==> config.mk <==
export PLATFORM = sky130hd
export DESIGN_NAME = mem_access
export DESIGN_NICKNAME = d
export VERILOG_FILES = /design/src/rtl/mem_pkg.sv /design/src/rtl/load_align.sv /design/src/rtl/mem_access.sv
export SDC_FILE = /design/constraint.sdc
export NUM_CORES = 1
export LEC_CHECK = 0
export CORE_MARGIN = 10
export CORE_UTILIZATION = 29
export DETAILED_ROUTE_END_ITERATION = 7
export GPL_ROUTABILITY_DRIVEN = 0
export PLACE_DENSITY = 0.58
export SYNTH_ARGS = -nofsm -noshare
export SYNTH_HDL_FRONTEND = slang
export SYNTH_SLANG_ARGS = --single-unit
==> constraint.sdc <==
create_clock -name clk -period 3.9 [get_ports clk]
set_input_delay 0.39 -clock clk [delete_from_list [all_inputs] [get_ports clk]]
set_output_delay 0.39 -clock clk [all_outputs]
set_load 0.1 [all_outputs]
==> src/rtl/mem_pkg.sv <==
// mem_pkg: shared constants for the MEM-stage data-cache access block.
//   - Access width encodings (MEM_BYTE / MEM_HALF / MEM_WORD; 2'b11 acts as word)
//   - FSM state encoding used by mem_access (IDLE / BUSY / DONE)
//   - Byte-enable lane constants used to build store/load lane masks
//   - is_aligned(): natural-alignment test for a width/offset pair
package mem_pkg;

    localparam logic [1:0] MEM_BYTE = 2'b00;
    localparam logic [1:0] MEM_HALF = 2'b01;
    localparam logic [1:0] MEM_WORD = 2'b10;

    typedef enum logic [1:0] {
        IDLE = 2'd0,
        BUSY = 2'd1,
        DONE = 2'd2
    } mem_state_e;

    // Lane masks before shifting by the byte offset.
    localparam logic [3:0] BE_BYTE = 4'b0001;
    localparam logic [3:0] BE_HALF = 4'b0011;
    localparam logic [3:0] BE_WORD = 4'b1111;

    // Bytes are always aligned; halves need offset[0]=0; words (and the
    // reserved 2'b11 encoding) need offset=0.
    function automatic logic is_aligned(input logic [1:0] width,
                                        input logic [1:0] offset);
        logic ok;
        case (width)
            MEM_BYTE: ok = 1'b1;
            MEM_HALF: ok = ~offset[0];
            default:  ok = (offset == 2'b00);
        endcase
        return ok;
    endfunction

endpackage

==> src/rtl/load_align.sv <==
// load_align: combinational load-data formatter.
//   Picks the byte or half-word addressed by offset out of the captured
//   little-endian data word and sign- or zero-extends it to 32 bits.
// Ports:
//   rdata_word [31:0]  captured data-cache word
//   offset     [1:0]   byte offset of the access (address bits [1:0])
//   width      [1:0]   access width (MEM_BYTE / MEM_HALF / word)
//   rdtype             1 = zero-extend, 0 = sign-extend
//   result     [31:0]  extended load result
module load_align
    import mem_pkg::*;
(
    input  logic [31:0] rdata_word,
    input  logic [1:0]  offset,
    input  logic [1:0]  width,
    input  logic        rdtype,
    output logic [31:0] result
);

    logic [7:0]  byte_sel;
    logic [15:0] half_sel;

    always_comb begin
        case (offset)
            2'd0:    byte_sel = rdata_word[7:0];
            2'd1:    byte_sel = rdata_word[15:8];
            2'd2:    byte_sel = rdata_word[23:16];
            default: byte_sel = rdata_word[31:24];
        endcase

        // Halves are only ever issued aligned, so offset[1] picks the half.
        half_sel = offset[1] ? rdata_word[31:16] : rdata_word[15:0];

        case (width)
            MEM_BYTE: result = {{24{~rdtype & byte_sel[7]}}, byte_sel};
            MEM_HALF: result = {{16{~rdtype & half_sel[15]}}, half_sel};
            default:  result = rdata_word;
        endcase
    end

endmodule

==> src/rtl/mem_access.sv <==
// mem_access: MEM pipeline stage data-cache access controller.
//   Turns the memory-op fields of the EX/MEM register into a single
//   data-cache request, stalls the pipeline until the access completes,
//   formats load data and drives the MEM/WB write-back fields.
//
// Cache handshake: mem_Dcache_req_o is a registered request that, once
//   raised, holds together with we/addr/wdata/be unchanged until the cycle
//   in which Dcache_ack_i=1; the transfer completes in that cycle (rdata is
//   valid only then) and req drops on the following edge. An ack seen while
//   no request is outstanding is ignored.
//
// Ports:
//   clk, rst                         clock, asynchronous active-high reset
//   ex_mem_reg_*_i                   EX/MEM register contents (ALU result,
//                                    destination, memory-op descriptor)
//   mem_Dcache_req/we/addr/wdata/be  request to the data cache
//   Dcache_ack_i, Dcache_rdata_i     completion and load data from the cache
//   mem_reg_wdata/waddr/we_o         write-back fields to MEM/WB
//   mem_Dcache_stall_req_o           pipeline stall request to flow control
//   mem_misalign_o                   misaligned-access indication
//   dbg_state                        current FSM state (mem_state_e encoding)
module mem_access
    import mem_pkg::*;
(
    input  logic        clk,
    input  logic        rst,

    input  logic [31:0] ex_mem_reg_op_c_i,
    input  logic [4:0]  ex_mem_reg_reg_waddr_i,
    input  logic        ex_mem_reg_reg_we_i,
    input  logic        ex_mem_reg_mtype_i,
    input  logic        ex_mem_reg_mem_rw_i,
    input  logic [1:0]  ex_mem_reg_mem_width_i,
    input  logic [31:0] ex_mem_reg_mem_wr_data_i,
    input  logic        ex_mem_reg_mem_rdtype_i,
    input  logic [31:0] ex_mem_reg_mem_addr_i,

    output logic        mem_Dcache_req_o,
    output logic        mem_Dcache_we_o,
    output logic [31:0] mem_Dcache_addr_o,
    output logic [31:0] mem_Dcache_wdata_o,
    output logic [3:0]  mem_Dcache_be_o,

    input  logic        Dcache_ack_i,
    input  logic [31:0] Dcache_rdata_i,

    output logic [31:0] mem_reg_wdata_o,
    output logic [4:0]  mem_reg_waddr_o,
    output logic        mem_reg_we_o,
    output logic        mem_Dcache_stall_req_o,
    output logic        mem_misalign_o,

    output logic [1:0]  dbg_state
);

    mem_state_e  state_q, state_d;
    logic        req_q,   req_d;
    logic        we_q,    we_d;
    logic [31:0] addr_q,  addr_d;
    logic [31:0] wdata_q, wdata_d;
    logic [3:0]  be_q,    be_d;
    logic [31:0] rdata_q, rdata_d;

    logic        aligned;
    logic        access_ok;
    logic        misalign_raw;
    logic [31:0] st_wdata;
    logic [3:0]  st_be;
    logic [31:0] load_result;

    assign aligned      = is_aligned(ex_mem_reg_mem_width_i, ex_mem_reg_mem_addr_i[1:0]);
    assign access_ok    = ex_mem_reg_mtype_i & aligned;
    assign misalign_raw = ex_mem_reg_mtype_i & ~aligned;

    // Store lane replication and byte enables.
    always_comb begin
        case (ex_mem_reg_mem_width_i)
            MEM_BYTE: begin
                st_wdata = {4{ex_mem_reg_mem_wr_data_i[7:0]}};
                st_be    = BE_BYTE << ex_mem_reg_mem_addr_i[1:0];
            end
            MEM_HALF: begin
                st_wdata = {2{ex_mem_reg_mem_wr_data_i[15:0]}};
                st_be    = BE_HALF << ex_mem_reg_mem_addr_i[1:0];
            end
            default: begin
                st_wdata = ex_mem_reg_mem_wr_data_i;
                st_be    = BE_WORD;
            end
        endcase
    end

    // State and request registers.
    always_ff @(posedge clk or posedge rst) begin
        if (rst) begin
            state_q <= IDLE;
            req_q   <= 1'b0;
            we_q    <= 1'b0;
            addr_q  <= 32'd0;
            wdata_q <= 32'd0;
            be_q    <= 4'd0;
            rdata_q <= 32'd0;
        end else begin
            state_q <= state_d;
            req_q   <= req_d;
            we_q    <= we_d;
            addr_q  <= addr_d;
            wdata_q <= wdata_d;
            be_q    <= be_d;
            rdata_q <= rdata_d;
        end
    end

    // Next-state and next-register logic.
    always_comb begin
        state_d = state_q;
        req_d   = req_q;
        we_d    = we_q;
        addr_d  = addr_q;
        wdata_d = wdata_q;
        be_d    = be_q;
        rdata_d = rdata_q;

        case (state_q)
            IDLE: begin
                if (access_ok) begin
                    req_d   = 1'b1;
                    we_d    = ex_mem_reg_mem_rw_i;
                    addr_d  = {ex_mem_reg_mem_addr_i[31:2], 2'b00};
                    wdata_d = ex_mem_reg_mem_rw_i ? st_wdata : 32'd0;
                    be_d    = ex_mem_reg_mem_rw_i ? st_be : BE_WORD;
                    state_d = BUSY;
                end
            end
            BUSY: begin
                if (Dcache_ack_i) begin
                    req_d = 1'b0;
                    if (!we_q) begin
                        rdata_d = Dcache_rdata_i;
                    end
                    state_d = DONE;
                end
            end
            DONE: begin
                state_d = IDLE;
            end
            default: begin
                state_d = IDLE;
            end
        endcase
    end

    load_align u_load_align (
        .rdata_word (rdata_q),
        .offset     (ex_mem_reg_mem_addr_i[1:0]),
        .width      (ex_mem_reg_mem_width_i),
        .rdtype     (ex_mem_reg_mem_rdtype_i),
        .result     (load_result)
    );

    assign mem_Dcache_req_o   = req_q;
    assign mem_Dcache_we_o    = we_q;
    assign mem_Dcache_addr_o  = addr_q;
    assign mem_Dcache_wdata_o = wdata_q;
    assign mem_Dcache_be_o    = be_q;

    // The EX/MEM register is frozen while stall is high, so the op stays on
    // the inputs through DONE; DONE drops the stall to let it retire.
    // rst gates both flags because the inputs may carry a live op in reset.
    assign mem_Dcache_stall_req_o = ~rst & access_ok & (state_q != DONE);
    assign mem_misalign_o         = ~rst & misalign_raw & (state_q == IDLE);

    assign mem_reg_waddr_o = ex_mem_reg_reg_waddr_i;
    assign mem_reg_we_o    = ex_mem_reg_reg_we_i & ~mem_Dcache_stall_req_o & ~misalign_raw;
    assign mem_reg_wdata_o = (state_q == DONE && ex_mem_reg_mtype_i && !ex_mem_reg_mem_rw_i)
                             ? load_result : ex_mem_reg_op_c_i;

    assign dbg_state = state_q;

endmodule
==> impl_metrics.toml <==
[run_status]
run_status = "finished clean"

[yosys]
synth-seq-area-share_pct = 46.7
most_area_consuming_cells_after_synthesis = "dfrtp_1 47%, nand2_1 12%, mux2_2 9.1%"
yosysWarnings = 0
yosysTopAreaCell = "dfrtp_1"
syn_avg_cell_area_sq_um = 9.31
synth_top_cells_by_count = "172 x nand2_1, 102 x dfrtp_1, 44 x mux2_2, 36 x a21oi_1, 26 x o21ai_0"
netlist_area_sq_mm = 0.00547
number_of_synthesized_flops_with_an_enable_pin = 0
async_reset_ff_share_pct = 100
synth-main-ff-cell = "dfrtp_1"
yosys_register_bits = 102
most_frequently_used_cell_type_in_the_post_synthesis_netlist = "nand2_1"
ys_types = 43
synth_top_cell_area_share_pct = 46.7
netlist_instances = 587

[route]
drt-met1-wl_um = 8210
drcViolationCount = 0
dr.max_layer_used = "met4"
firstDrtPassIters = 5
vias = 4948
drt.antenna.violating_nets = 0
wl_met3_um = 2230
initialDrtViolationCount = 229
met2_wirelength_um = 8940
post_drt_wl_per_cell_um = 19.0
routed_wl_um = 19700
drt-vias-per-instance = 4.77

[place]
place_hpwl_um = 14900
port-buffer-count = 241
dpl-instance-area_sq_mm = 0.00830

[floorplan]
die_area_sq_mm = 0.0247
std_cell_rows = 50
effective_utilization_at_floorplan_pct = 29.3
floorplan.die.height_um = 157
die-width_um = 157
floorplan.core_area_sq_mm = 0.0186
top_level_ports = 254

[critical_path]
worst_ep_arrival_time_ns = 2.86
critical_path_required_ns = 3.51
worstPathBufferInverterCount = 3
critical_path.max_fanout = 26
worst_path_dominant_cell_family = "buffers and inverters"
crit_path_start_kind = "primary input"
critical-path-max-stage-delay_ns = 0.55
critical_path.slowest_cell = "clkdlybuf4s50_1"
timing.setup.critical_path_class = "in2out"
timing.critical_path.cells = "clkdlybuf4s50_1, nand4bb_1, buf_12, a21oi_1, a21oi_1, buf_12"
end_kind = "output pin"

[clock_tree]
holdBufCountCts = 0
clockBufferDepth = 2
clock_sink_count = 102
postCtsSetupRepairBufs = 0
cts_buffers = 9
tritoncts = "done"
postCtsResizedCells = 0
cts.reportedPaths.clkPinSlew_ns = 0.07
insertion_delay_ns = 0.35
cts.htree.levels = 3
clockRootBuffer = "clkbuf_16"

[timing]
fin_setup_tns_ns = 0
min_period_ns = 3.25
setup_violations = 0
grt_setup_unrepaired = "false"
max_freq_ghz = 0.308
hold_viol_final = 0
period_share_pct = 83.2
timing.slew.headroom_pct = 27.9
final.setup_skew_ns = 0.00898
worst-slew-pin-transition_ns = 1.08
slew_viol_final = 0
finalHoldWorstSlack_ns = 0.471

[global_routing]
grt_overflow_total = 0
groute.usage.overall_pct = 15.4
grt_max_degree = 75
grt_pass1_wl_um = 29700
number_of_global_route_vias_before_repair = 5067
initial_antenna_violation_count = 0

[job]
cap_viol_max_count = 0

[cells_and_area]
finish.utilization_pct = 46.1
layout.area.seq_sq_mm = 0.00255
layout.cell_area.non_filler_sq_mm = 0.00860
drive_above_1_share_pct = 16.4
num-fill-cells = 1793
areaGrowthSynthToFinish_pct = 57.3
finish.net_count = 941
multi_input_gate_area_sq_mm = 0.00258
antennaDiodeCount = 0

[power]
worst_vdd_rail_ir_drop_v = 0.000241
power_density_mw_per_mm2 = 675
leakagePower_uw = 0.00379
totalPowerFinal_uw = 5800

[min_path]
holdCritPathClass = "reg2reg"
## final timing paths
| check | startpoint | to | slack (ns) | depth (start not counted) |
|---|---|---|---|---|
| max | ex_mem_reg_mtype_i | mem_reg_wdata_o[13] | 0.65 | 6 |
| min | mem_Dcache_wdata_o[9] | mem_Dcache_wdata_o[9] | 0.47 | 2 |
| max reg2reg | dbg_state[0] | mem_Dcache_wdata_o[16] | 1.76 | 5 |
| min reg2reg | mem_Dcache_wdata_o[9] | mem_Dcache_wdata_o[9] | 0.47 | 2 |
| max in group asynchronous | rst | mem_Dcache_be_o[1] | 2.69 | 3 |
| min in group asynchronous | rst | rdata_q[23] | 0.57 | 3 |
## cell families (layout without fill, tap and decap cells)
logic type / Yosys count / count (layout) / share of synthesized area (%)
buffers and inverters: 58 / 274 / 6.48
AND/OR/NAND/NOR: 236 / 236 / 18.6
other: 1 / 2 / 0.0686
flip-flops: 102 / 102 / 46.7
AO/OA/AOI/OAI: 123 / 123 / 14.8
multiplexers: 67 / 67 / 13.4
## cells in the final DEF (no fill, tap or decap), drive strengths merged, types with 16 or more instances in the layout
cell | synthesis | final
mux2 | 48 | 48
o211ai | 16 | 16
nand3 | 24 | 24
nand2 | 173 | 173
dfrtp | 102 | 102
nor2 | 18 | 18
o21ai | 38 | 38
mux2i | 19 | 19
clkdlybuf4s50 | 0 | 205
a21oi | 37 | 37
buf | 43 | 48
## worst min-delay path, delay by kind of cell, from the launching register on
kind	cells	cell delay, ns
flip-flops	1	0.34
AND/OR/NAND/NOR	2	0.10
## routing by layer
layer / up-vias / global-route usage, %
li1: 2437 / -
met1: 2301 / 19.1
met2: 192 / 23.7
met3: 18 / 7.15
met4: 0 / 4.41
met5: - / 0
## sequential cells by signal (all words and copies together) (netlist names)
signal / count
mem_Dcache_we_o: 1
mem_Dcache_addr_o: 30
mem_Dcache_req_o: 1
mem_Dcache_be_o: 4
dbg_state: 2
rdata_q: 32
mem_Dcache_wdata_o: 32
## power by group
part           internal, uW  switching [uW]
Combinational           914            2260
Sequential             1410             282
Clock                   471             461
Total                  2800            3000
## stage by stage
step	setup WS, ns	cells
floorplan	0.165	588
global placement	0.684	1022
detailed placement	0.652	1022
CTS	0.648	1038
global route	0.445	1038
finish	0.654	1038
## final cells by class
class                      instances  area share (%)
inverter                           5           0.262
clock buffer                      10            2.78
clock inverter                     6           0.757
multi-input combinational        428            30.0
timing repair buffer             253            33.1
tap                              234            3.40
sequential                       102            29.7
Power figures use the tool's default switching activity.
